## src/rtl/reg_file_bank.sv

```systemverilog
// -----------------------------------------------------------------------------
// reg_file_bank
//   Parametrised general-purpose register file for the datapath.
//   DEPTH = 2**ADDR_W registers of DATA_W bits each.
//   - Two combinational read ports, with optional write-through bypass (BYPASS).
//   - Two write ports. Port 1 wins when both ports target the same address.
//   - Optional hardwired zero register 0 (ZERO_REG).
//   - Soft-clear sweep that zeroes one register per cycle, with busy/done status.
//
// Ports
//   clk                       clock, all state updates on the rising edge
//   reset                     asynchronous, active-high; clears all state
//   sigRegWrite/writeReg/
//     writeData               write port 1 (priority port)
//   sigRegWrite2/writeReg2/
//     writeData2              write port 2
//   readReg1/readData1        read port A (combinational)
//   readReg2/readData2        read port B (combinational)
//   sigClear                  start a soft-clear sweep (sampled in IDLE only)
//   clearBusy                 high while the sweep is in progress
//   clearDone                 one-cycle pulse when the sweep completes
// -----------------------------------------------------------------------------
module reg_file_bank #(
  parameter int DATA_W   = 8,
  parameter int ADDR_W   = 2,
  parameter int BYPASS   = 1,
  parameter int ZERO_REG = 0
) (
  input  logic              clk,
  input  logic              reset,
  input  logic              sigRegWrite,
  input  logic [ADDR_W-1:0] writeReg,
  input  logic [DATA_W-1:0] writeData,
  input  logic              sigRegWrite2,
  input  logic [ADDR_W-1:0] writeReg2,
  input  logic [DATA_W-1:0] writeData2,
  input  logic [ADDR_W-1:0] readReg1,
  input  logic [ADDR_W-1:0] readReg2,
  output logic [DATA_W-1:0] readData1,
  output logic [DATA_W-1:0] readData2,
  input  logic              sigClear,
  output logic              clearBusy,
  output logic              clearDone
);

  localparam int DEPTH = 2 ** ADDR_W;

  localparam logic [1:0] S_IDLE  = 2'b00;
  localparam logic [1:0] S_SWEEP = 2'b01;
  localparam logic [1:0] S_DONE  = 2'b10;

  logic [1:0]                   state;
  logic [ADDR_W-1:0]            index;
  logic [DEPTH-1:0][DATA_W-1:0] regs;
  logic                         sweeping;

  assign sweeping  = (state == S_SWEEP);
  assign clearBusy = sweeping;
  assign clearDone = (state == S_DONE);

  // ---------------------------------------------------------------------------
  // Clear sequencer. index stops at DEPTH-1 and the FSM leaves SWEEP on that
  // terminal count, so the sweep lasts exactly DEPTH cycles.
  // ---------------------------------------------------------------------------
  // NOTE: state registers use non-blocking assignments so every flop samples
  // the values from before the edge, independent of block ordering.
  always_ff @(posedge clk or posedge reset) begin
    if (reset) begin
      state <= S_IDLE;
      index <= '0;
    end else begin
      case (state)
        S_IDLE: begin
          if (sigClear) begin
            state <= S_SWEEP;
            index <= '0;
          end
        end
        S_SWEEP: begin
          if (index == ADDR_W'(DEPTH - 1)) state <= S_DONE;
          else                             index <= index + 1'b1;
        end
        S_DONE:  state <= S_IDLE;
        default: state <= S_IDLE;
      endcase
    end
  end

  // ---------------------------------------------------------------------------
  // Storage. Per-register priority: port 1, then port 2, then the sweep zero,
  // so an external write to the register being swept this cycle survives.
  // ---------------------------------------------------------------------------
  for (genvar i = 0; i < DEPTH; i++) begin : g_reg
    localparam logic [ADDR_W-1:0] ADDR = ADDR_W'(i);

    if ((ZERO_REG != 0) && (i == 0)) begin : g_zero
      assign regs[i] = '0;
    end else begin : g_store
      logic [DATA_W-1:0] q;

      // NOTE: the register file is flop-based and must read back zero right
      // after reset, so every entry sits on the async reset (no RAM macro).
      always_ff @(posedge clk or posedge reset) begin
        if (reset)                                  q <= '0;
        else if (sigRegWrite  && writeReg  == ADDR) q <= writeData;
        else if (sigRegWrite2 && writeReg2 == ADDR) q <= writeData2;
        else if (sweeping && index == ADDR)         q <= '0;
      end

      assign regs[i] = q;
    end
  end

  // ---------------------------------------------------------------------------
  // Read path. Bypass forwards external write data only; the sweep zero is
  // never forwarded. A hardwired register 0 reads zero even when bypassed.
  // ---------------------------------------------------------------------------
  function automatic logic [DATA_W-1:0] read_mux(
    input logic [ADDR_W-1:0] addr,
    input logic [DATA_W-1:0] stored,
    input logic              we1,
    input logic [ADDR_W-1:0] wa1,
    input logic [DATA_W-1:0] wd1,
    input logic              we2,
    input logic [ADDR_W-1:0] wa2,
    input logic [DATA_W-1:0] wd2
  );
    logic [DATA_W-1:0] data;
    data = stored;
    if (BYPASS != 0) begin
      if (we1 && wa1 == addr)      data = wd1;
      else if (we2 && wa2 == addr) data = wd2;
    end
    if ((ZERO_REG != 0) && (addr == '0)) data = '0;
    return data;
  endfunction

  // NOTE: combinational logic uses blocking assignments with a full default
  // on every path, so no latch can be inferred.
  always_comb begin
    readData1 = read_mux(readReg1, regs[readReg1], sigRegWrite, writeReg, writeData,
                         sigRegWrite2, writeReg2, writeData2);
    readData2 = read_mux(readReg2, regs[readReg2], sigRegWrite, writeReg, writeData,
                         sigRegWrite2, writeReg2, writeData2);
  end

endmodule
```

## config.mk

```make
export PLATFORM = sky130hd
export DESIGN_NAME = reg_file_bank
export DESIGN_NICKNAME = d
export VERILOG_FILES = /design/src/rtl/reg_file_bank.sv
export SDC_FILE = /design/constraint.sdc
export NUM_CORES = 1
export LEC_CHECK = 0
export CAP_MARGIN = 20
export CORE_MARGIN = 2
export CORE_UTILIZATION = 50
export CTS_BUF_LIST = sky130_fd_sc_hd__clkbuf_8
export DETAILED_ROUTE_END_ITERATION = 8
export GPL_ROUTABILITY_DRIVEN = 1
export HOLD_SLACK_MARGIN = 0.08
export PLACE_DENSITY = 0.79
export SYNTH_ARGS = -nofsm -noshare
export SYNTH_HDL_FRONTEND = slang
export SYNTH_SLANG_ARGS = --single-unit
```

## constraint.sdc

```tcl
create_clock -name clk -period 1.7 [get_ports clk]
set_clock_uncertainty 0.2 [all_clocks]
set_input_delay 0.255 -clock clk [delete_from_list [all_inputs] [get_ports clk]]
set_output_delay 0.255 -clock clk [all_outputs]
set_load 0.005 [all_outputs]
```

# Word-level counts from Yosys, hierarchy flattened
# Cells that the tools add are included.
# totals
register_bits,36
inputBits,29
output_inout_bits,18
elab_cells,80
# classes
n_addsub,1
n_lt_le_gt_ge,2
n_eq_ne,18
muxes,26
reduce_logical,27
# op_table
op,count
2-to-1 mux 8 bit,18
binary-select mux 8 bit (select 2 bit),2
logical AND 1 bit,16
"== test 2 bit, second input constant",7
nonzero test 3 bit,4
"== test 2 x 1 -> 1 bit, second input constant",4
== test 2 bit,4
logical NOT 2 bit,4
2-to-1 mux 2 bit,4
case mux 2 bit (2 select lines),2
"< comparator 2 x 3 -> 1 bit, second input constant",2
"!= test 2 bit, second input constant",2
AND reduction 3 bit,1
"adder 2 x 1 -> 2 bit, second input constant",1
"!= test 2 x 1 -> 1 bit, second input constant",1
AND reduction 2 bit,1
nonzero test 2 bit,1

# Longest topological paths before layout
# Gate-level depths: netlist of the first run.
# logic_depth
word_depth,5
mapped_depth,5
depth_no_buf,4

# Least setup slack after synthesis of the first run
# Ideal clock, no wire load.
# synth_path
path_kind,input to output
startpoint,input port writeReg[0]
endpoint,output port readData1[6]
arrival_time_ns,1.170
required_time_ns,1.245
setup_slack_ns,0.075
cell_stages,4
path_buffers,1
cell_sequence,xor2_1 or3_1 buf_4 a31oi_1
# synth_between
elab_chain_cells,3
# synth_lines
element,line_no,source
"start, declared",32,"input logic [ADDR_W-1:0] writeReg,"
== test 2 bit,131,if (we1 && wa1 == addr) data = wd1;
logical AND 1 bit,131,
2-to-1 mux 8 bit,131,
"end, declared",39,"output logic [DATA_W-1:0] readData1,"
# No other way between the ends.

# Worst setup path in the final report of the first run
# layout_path
startpoint,input port writeReg2[0]
endpoint,output port readData2[7]
# layout_between
elab_chain_cells,4
# layout_lines
element,line_no,source
"start, declared",35,"input logic [ADDR_W-1:0] writeReg2,"
== test 2 bit,132,else if (we2 && wa2 == addr) data = wd2;
logical AND 1 bit,132,
2-to-1 mux 8 bit,132,
2-to-1 mux 8 bit,131,
"end, declared",40,"output logic [DATA_W-1:0] readData2,"
# No other way between the ends.

==> results.md, run 1 <==
Clock network:
- The root buffer selected by CTS is sky130_fd_sc_hd__clkbuf_8.
- The clock edge transition at the registers on the reported setup and hold paths is 80 ps.
- Clock tree synthesis inserted a total of 5 buffers.
- The clock network latency to the later pin of the worst-skew pair is 300 ps.
- The H-tree was split into 2 levels.
- In this run the deepest clock path goes through 2 buffers.
- The clock net in this run drives a total of 36 sinks.
- TritonCTS built the clock tree.
- The hold buffer count at cts is 0.

Global route:
- The first-pass GRT wire length is 19.20 mm.
- Global routing used 11.15% of the available met3 tracks.
- Summed over all layers, the global routing overflow is 0.
- Entering global routing, the biggest net connects 37 pins.
- For met1 alone, demand over resource in global routing was 52.33%.
- The initial antenna violation count came to 0.
- The number of global-route vias before repair is 3,567.
- The routing usage on met2 is 64.66%.
- In the global route stage, overall resource usage came out at 42.10%.
- After global routing, the most crowded layer is met2.

Setup path:
- The critical path runs through a total of 7 cells.
- The buffering stage count on the worst path with inverters included is 4.
- The maximum net fanout on the critical path is 8.
- The type of element capturing the critical path is an output pin.
- The arrival time at the worst endpoint is 1680 ps.
- The cell seen most often among critical-path stages is sky130_fd_sc_hd__buf_6.
- Walking the worst path, the cells encountered are clkdlybuf4s15_2 -> buf_6 -> xor2_4 -> buf_6 -> o31ai_2 -> a31oi_1 -> buf_2.
- Among all stages on the critical path, the largest delay is contributed by sky130_fd_sc_hd__o31ai_2.
- The family of cells with the greatest summed delay on the critical path is buffers and inverters.
- The required time of the critical path is 1240 ps.
- The number of cells on the worst reg-to-reg path is 5.
- The path type of the worst setup path is in -> out.
- The delay contributed by the slowest stage of the critical path is 310 ps.
- The startpoint kind of the worst setup timing path is an input pin.

Finish:
- The area added between synthesis and finish is 62.51%.
- The post-layout net count is 445.
- The number of antenna diodes in the final layout is 0.
- The post-layout utilization of the core is 82.69%.
- The most common library cell in the layout ignoring fill and taps is sky130_fd_sc_hd__buf_4.
- After filler insertion, the fill cell instance count of the layout stands at 273.
- In the final layout, the share of cells above drive strength 1 is 51.09%.
- In the layout the commonest cells are sky130_fd_sc_hd__buf_4 (94), sky130_fd_sc_hd__dfrtp_1 (36), sky130_fd_sc_hd__nor2_1 (32), sky130_fd_sc_hd__a221o_1 (32), sky130_fd_sc_hd__buf_2 (22).
- The finished cells cover 0.004469 mm2.

Floorplanning:
- The floorplan has 27 rows.
- The initial core utilization is 50.88%.
- The die span in x is 78.17 um.
- The die span in y is 78.17 um.
- The region available for standard cell placement spans 0.005405 mm2.
- The count of pins on the block boundary is 47.
- The die footprint is 0.006110 mm2.

Placed design:
- Detailed placement ended at an HPWL of 7.573 mm.
- Buffers placed on the I/O ports in this run total 46.
- At the end of routability-driven placement, the weighted congestion stood at 1.006.
- The placed standard-cell area is 0.003928 mm2.

Flow run:
- The number of violations of the max-capacitance limit is 0.

Yosys:
- In the synthesized netlist, mux cells make up 13.47% of the area.
- After Yosys synthesis, and, or, nand and nor cells account for 19.88% of the synthesized area.
- The fraction of the yosys area taken by sequential cells is 32.76%.
- The xor/xnor cell area share of the yosys netlist is 3.822%.
- The largest family of logic cells by synthesized area is compound AO/OA/AOI/OAI gates.
- In the synthesized netlist the dominant register cell turns out to be sky130_fd_sc_hd__dfrtp_1.
- The post-synthesis average cell area is 10.54 um2.
- Synthesis inferred 36 register bits.
- The library cell with the largest summed area after synthesis is sky130_fd_sc_hd__dfrtp_1.
- The adder-cell share of the synthesized area is 1.820%.
- Summing the areas of all compound-gate instances in the mapped netlist gives 23.57% of the synthesized area.
- The number of instances in the synthesized netlist is 261.
- The mapped cell area is 0.002750 mm2.
- Yosys mapped a number of flops with a built-in enable equal to 0.
- After synthesis, the netlist uses 37 different library cells.
- Of all flip-flops after synthesis, the portion carrying an async set or reset was 100.0%.
- The fraction of post-synthesis cell area in the top cell type by area is 32.76%.
- The number of nets in the synthesized netlist is 294.
- By area the synthesized netlist is led by sky130_fd_sc_hd__dfrtp_1 (33%), sky130_fd_sc_hd__mux4_2 (13%), sky130_fd_sc_hd__a221o_1 (12%).
- During synthesis, Yosys emitted a total of 0 warnings.

Detailed routing:
- Dividing the detail-routed via count by the number of cells gives 7.454.
- The number of vias after detailed routing is 3,615.
- The final routed wire length divided by cell count is 28.16 um.
- The iteration-0 DRC count of the detailed router is 711.
- Once detail routing completed, the nets flagged for antenna violations numbered 0.
- The first TritonRoute pass finished after 8 iterations.
- The number of design rule violations left after detail routing is 0.
- The routed design has 13.66 mm of wire.

Timing:
- The routed design could run at a clock period as short as 2137 ps.
- The maximum operating frequency is 0.4680 GHz.
- At the pin with the least slew margin, the transition time is 542.8 ps.
- The worst path uses 125.7% of the clock period.
- Setup repair after global routing could not meet its margin everywhere.
- In this run the tightest slew margin relative to its limit is 63.65%.
- The tightest hold path in the finished design has a slack of 111.1 ps.
- The minimum setup slack in the final design is -436.8 ps.
- The number of hold violations in the final report is 0.
- The number of pins with negative max-slew slack in the final report is 0.
- Setup violations remaining at the end of the flow were counted as 26.

Run status:
- The checks that failed: negative setup slack.
- The flow ran to the end, but the final reports show violations.

Min path:
- The class of the tightest hold or removal check is in -> async.

Power:
- The power per standard cell area is 1138 mW/mm2.
- IR analysis of the VDD net gives a maximum drop of 0.7093 mV.
- The leakage power of the design is 0.001924 uW.
## path summary, 6_finish.rpt
kind	startpoint	endpoint	slack, ps
min in group clk	g_reg[2].g_store.q[3]	g_reg[2].g_store.q[3]	360
min	reset	index[0]	110
min reg2reg	g_reg[2].g_store.q[3]	g_reg[2].g_store.q[3]	360
max	writeReg2[0]	readData2[7]	-440
max in group asynchronous	reset	g_reg[0].g_store.q[1]	990
max reg2reg	index[0]	g_reg[3].g_store.q[7]	-60
## final cells by class
class	instances	area [um2]	area share (%)
Inverter	6	23.77	0.5319
Clock inverter	1	30.03	0.6719
Sequential cell	36	900.9	20.16
Timing Repair Buffer	161	1331	29.79
Clock buffer	7	96.34	2.156
Tap cell	72	90.09	2.016
Multi-Input combinational cell	202	1997	44.68
## worst register-to-register path: cells and delay by family, from the launching register on
family / cells / cell delay (ps)
buffers and inverters: 1 / 200
flip-flops: 1 / 420
adder cells (fa/ha/maj): 1 / 230
AND/OR/NAND/NOR: 1 / 230
AO/OA/AOI/OAI: 2 / 420
## state kept, by name, indices dropped and copies added, names as in the netlist
name / cells
state: 2
g.g_store.q: 32
index: 2
## cells in the mapped netlist, drive strengths merged, types with 2 or more instances
cell	number
o31ai	16
nor3b	3
mux4	16
a211oi	2
buf	12
nor4	16
xor2	8
nor2b	3
or3	2
a31oi	16
nand2	11
xnor2	4
ha	4
nor2	32
nand2b	7
and3b	4
dfrtp	36
clkbuf	5
inv	5
nand4	16
a221o	32
## report_power, final
group	switching [uW]	leakage [uW]	internal, uW
clock	343	0.0000645	518
sequential	250	0.000457	1130
combinational	1310	0.00140	1530
## cell families after synthesis
| kind of cell | count (synthesis) |
|---|---|
| xor+xnor | 12 |
| fa+ha+maj | 4 |
| flops | 36 |
| buf+inv | 23 |
| compound gates | 71 |
| mux | 17 |
| simple gates | 98 |
## per-layer routing
layer / share of wire, % / vias to the layer above / wire length (um)
met3: 14 / 163 / 1901
met2: 43 / 426 / 5938
li1: - / 1373 / -
met5: 0 / - / 0
met1: 33 / 1653 / 4565
met4: 9.2 / 0 / 1253
## metrics by stage
stage | setup slack (ps) | setup TNS [ps] | total power (uW) | std cells
5_1_grt | -430.5 | -6497 | 5230 | 485
6_report | -436.8 | -5780 | 5086 | 485
3_5_place_dp | -1006 | -37320 | 3648 | 453
2_1_floorplan | 75.01 | 0 | 2436 | 261
3_3_place_gp | -998.5 | -36180 | 3546 | 453
4_1_cts | -317.3 | -4532 | 4637 | 480
## what timing repair did
action,in CTS,in global routing
setup buffers,19,5
pin swaps,26,18
setup endpoints to repair,50,41
resized for setup,137,29
Note: power is estimated with default switching activity, not from simulation.
==> inputs of run 2 (changes only) <==
--- a/config.mk
+++ b/config.mk
@@ -16,3 +16,4 @@
 export SYNTH_ARGS = -nofsm -noshare
 export SYNTH_HDL_FRONTEND = slang
 export SYNTH_SLANG_ARGS = --single-unit
+export TNS_END_PERCENT = 30
==> run 2 against run 1 <==
Against the previous run: the run still ends with negative setup slack left; first-iteration DRC count is 0.14% lower; die area stayed put; final cell count is 0.62% lower; register-to-register slack worse by 210 ps; hold slack worse by 4.7 ps; wire length is 5.8% lower; non-clock buffer count is 3 lower; sequential share of layout area is 0.57 points higher; critical path depth is 3 lower; via count is 2.9% lower; clock-buffer cell count stayed put; flip-flop and latch count stayed put.
==> results.md, run 2 (synthesized netlist as in run 1, its figures left out) <==
Power:
- The switching power share of the total was 37.27% (-0.19 points).
- The switching power summed over all nets was 1820 uW (-4.5%).
- The internal power of the cells is 3064 uW (-3.7%).
- The maximum vdd ir drop is 0.7001 mV (-1.3%).
- The share of power burned in the clock network is 17.8% (+0.9 points).
- The share of total power in combinational logic is 54.0% (-1.9 points).
- The power per standard cell area is 1124 mW/mm2 (-1.3%).
- The sequential share of power is 28.2% (+1.0 points).
- The leakage power of the design was 0.001899 uW (-1.3%).

Run status:
- The checks that failed: negative setup slack.
- The flow ran to the end, but the final reports show violations.

Placed design:
- The placed standard-cell area is 0.003928 mm2 (unchanged).
- The half-perimeter wire length after placement is 7.573 mm (unchanged).
- The number of cells after detailed placement is 453 (unchanged).
- The weighted congestion reported at the end of routability-driven placement was 1.006 (unchanged).
- The count of input and output buffers came to 46 (unchanged).

Finish:
- The number of flip-flops in the largest register is 32 (unchanged).
- Ranked by flip-flop count, first place goes to g.g_store.q.
- The fraction of final layout cells sized beyond drive strength 1 is 48.78% (-2.3 points).
- The largest registers in the layout are g.g_store.q x32, index x2, state x2.
- The finished layout cell area came to 0.004347 mm2 (-2.7%).
- The top cell types in the final layout, fill and taps aside, are sky130_fd_sc_hd__buf_4 (100), sky130_fd_sc_hd__dfrtp_1 (36), sky130_fd_sc_hd__nor2_1 (32), sky130_fd_sc_hd__a221o_1 (32), sky130_fd_sc_hd__buf_2 (21).
- The number of antenna diodes came to 0 (unchanged).
- The post-layout net count is 442 (-0.67%).
- The area taken by multi-input logic gates was 0.001934 mm2 (-3.1%).
- The library cell used most frequently in the layout, excluding fill and tap cells, is sky130_fd_sc_hd__buf_4.
- The count of non-filler cells in the finished layout is 482 (-0.62%).
- The filler cell count is 291 (+6.6%).
- Compared with the post-synthesis result, the final layout area differs by 58.05%.
- The flip-flop and latch area is 900.9 um2 (unchanged).

Setup path:
- The worst setup path is of the reg -> out kind.
- The maximum net fanout on the critical path is 3 (-5).
- The arrival time at the worst endpoint came to 1640 ps (-40 ps).
- The signal on the critical path passes through mux4_2 -> o31ai_2 -> a31oi_1 -> buf_2.
- The standard cell with the maximum stage delay on the critical path is sky130_fd_sc_hd__mux4_2.
- The delay contributed by the slowest stage of the critical path is 510 ps (+200 ps).
- The worst setup path is launched from a flip-flop.
- The worst setup path is captured at an output pin.
- The required time of the critical path came to 1240 ps (about the same).
- The internal reg-to-reg setup slack came to -270 ps (-210 ps).

Floorplanning:
- The die span in x was 78.17 um (unchanged).
- The count of pins on the block boundary came to 47 (unchanged).
- The die span in y is 78.17 um (unchanged).
- The die footprint came to 0.006110 mm2 (unchanged).
- The row count came to 27 (unchanged).
- The placeable core region is 0.005405 mm2 (unchanged).
- The initial core utilization is 50.88% (unchanged).

Global route:
- The overall fraction of global-route tracks in use is 40.97% (-1.1 points).
- The first-pass GRT wire length came to 18.73 mm (-2.4%).
- The largest net degree at the start of global routing is 37 (unchanged).
- The number of global-route vias before repair is 3,511 (-1.6%).
- The overall overflow remaining after global route is 0 (unchanged).
- The initial antenna violation count is 0 (unchanged).

Detailed routing:
- The number of design rule violations left after detail routing was 0 (unchanged).
- The post-detailed-route via-to-cell ratio was 7.280 (-2.3%).
- The number of iterations in the first detailed-routing pass is 8 (unchanged).
- The final routed wire length divided by cell count came to 26.70 um (-5.2%).
- The wire length reported by the detailed router came to 12.87 mm (-5.8%).
- The number of vias after detailed routing came to 3,509 (-2.9%).
- The iteration-0 DRC count of the detailed router came to 710 (-0.14%).
- The remaining antenna violation count was 0 (unchanged).

Clock network:
- The maximum count of clock buffers along a single path was 2 (unchanged).
- The clock sink count is 36 (unchanged).
- The clock network latency to the later pin of the worst-skew pair is 300 ps (about the same).
- The number of clock buffers inserted by TritonCTS came to 5 (unchanged).
- The clock edge transition at the registers on the reported setup and hold paths is 80 ps (about the same).
- The root buffer selected by CTS is sky130_fd_sc_hd__clkbuf_8.
- The hold buffer count at cts is 0 (unchanged).
- The H-tree depth reported by CTS is 2 (unchanged).
- The clock tree from TritonCTS is built.

Timing:
- The minimum setup slack in the final design is -396.2 ps (+40.56 ps).
- The share of the clock period used by the worst path is 123.3% (-2.4 points).
- The worst-case headroom to the max-slew limit was 33.78% (-30 points).
- The post-route minimum period is 2096 ps (-40.56 ps).
- The final setup violation count came to 35 (+35%).
- The number of hold violations in the final report is 0 (unchanged).
- The transition time at the pin with the least slew margin is 988.9 ps (+446.1 ps).
- Setup repair after global routing could not meet its margin everywhere.
- The maximum operating frequency is 0.4770 GHz (+1.9%).
- The number of pins with negative max-slew slack in the final report was 0 (unchanged).

Min path:
- The class of the tightest hold or removal check is in -> async.

Flow run:
- The number of violations of the max-capacitance limit is 0 (unchanged).
==> run 2: cell types whose count changed in the layout (fill, tap and decap cells not counted), sizes merged <==
cell         delta
buf             -4
dlygate4sd2     +1
==> run 2: worst max-delay path: cells and delay by family (launching register included) <==
family | cells | cell delay [ps]
compound gates | 2 | 260
buf+inv | 1 | 160
flops | 1 | 400
mux | 1 | 510
==> run 2: path summary, 6_finish.rpt <==
check                                       from               endpoint  cells after the start
setup / recovery           g_reg[3].g_store.q[4]           readData2[4]                      4
hold / removal                             reset               index[1]                      3
setup reg to reg                        index[0]  g_reg[3].g_store.q[6]                      4
hold reg to reg            g_reg[2].g_store.q[2]  g_reg[2].g_store.q[2]                      1
max in group asynchronous                  reset  g_reg[0].g_store.q[3]                      3
min in group clk           g_reg[2].g_store.q[2]  g_reg[2].g_store.q[2]                      1
==> run 2: layout make-up <==
class | instances | share of cell area [%]
inverter | 6 | 0.5469
tap | 72 | 2.073
clock buffer | 7 | 2.216
clock inverter | 1 | 0.6908
sequential | 36 | 20.73
multi-input combinational | 202 | 44.50
timing repair buffer | 158 | 29.25
==> run 2: stage by stage <==
| step | setup WS, ps | util [%] | TNS [ps] | power [uW] | hold WS [ps] |
|---|---|---|---|---|---|
| floorplan | 75.01 | - | 0 | 2436 | 200.0 |
| global placement | -998.5 | 72.66 | -36180 | 3546 | 311.9 |
| detailed placement | -1006 | 72.66 | -37320 | 3648 | 318.0 |
| CTS | -317.3 | 78.47 | -6273 | 4568 | 124.6 |
| global route | -394.4 | 80.42 | -8809 | 5015 | 130.7 |
| finish | -396.2 | 80.42 | -8300 | 4885 | 106.5 |
==> run 2: metal layers <==
metal	global-route usage [%]	part of all wire (%)	routed length (um)
met2	64.74	45	5763
met5	0	0	0
met3	10.92	14	1827
met1	49.28	32	4170
met4	27.02	8.6	1109
==> run 2: power by group through the flow <==
stage                     registers [uW]  clock network [uW]  logic (uW)
after floorplan                     1290                   0        1150
after detailed placement            1360                   0        2280
final                               1380                 869        2640
after global routing                1390                 898        2720
after CTS                           1350                 854        2360
after global placement              1330                   0        2210
==> run 2: repair_timing <==
action                                  in CTS  in global routing
pin swaps                                   19                  6
gates resized for setup                    132                 11
setup buffers                               15                  6
endpoints found under the setup margin      50                 40
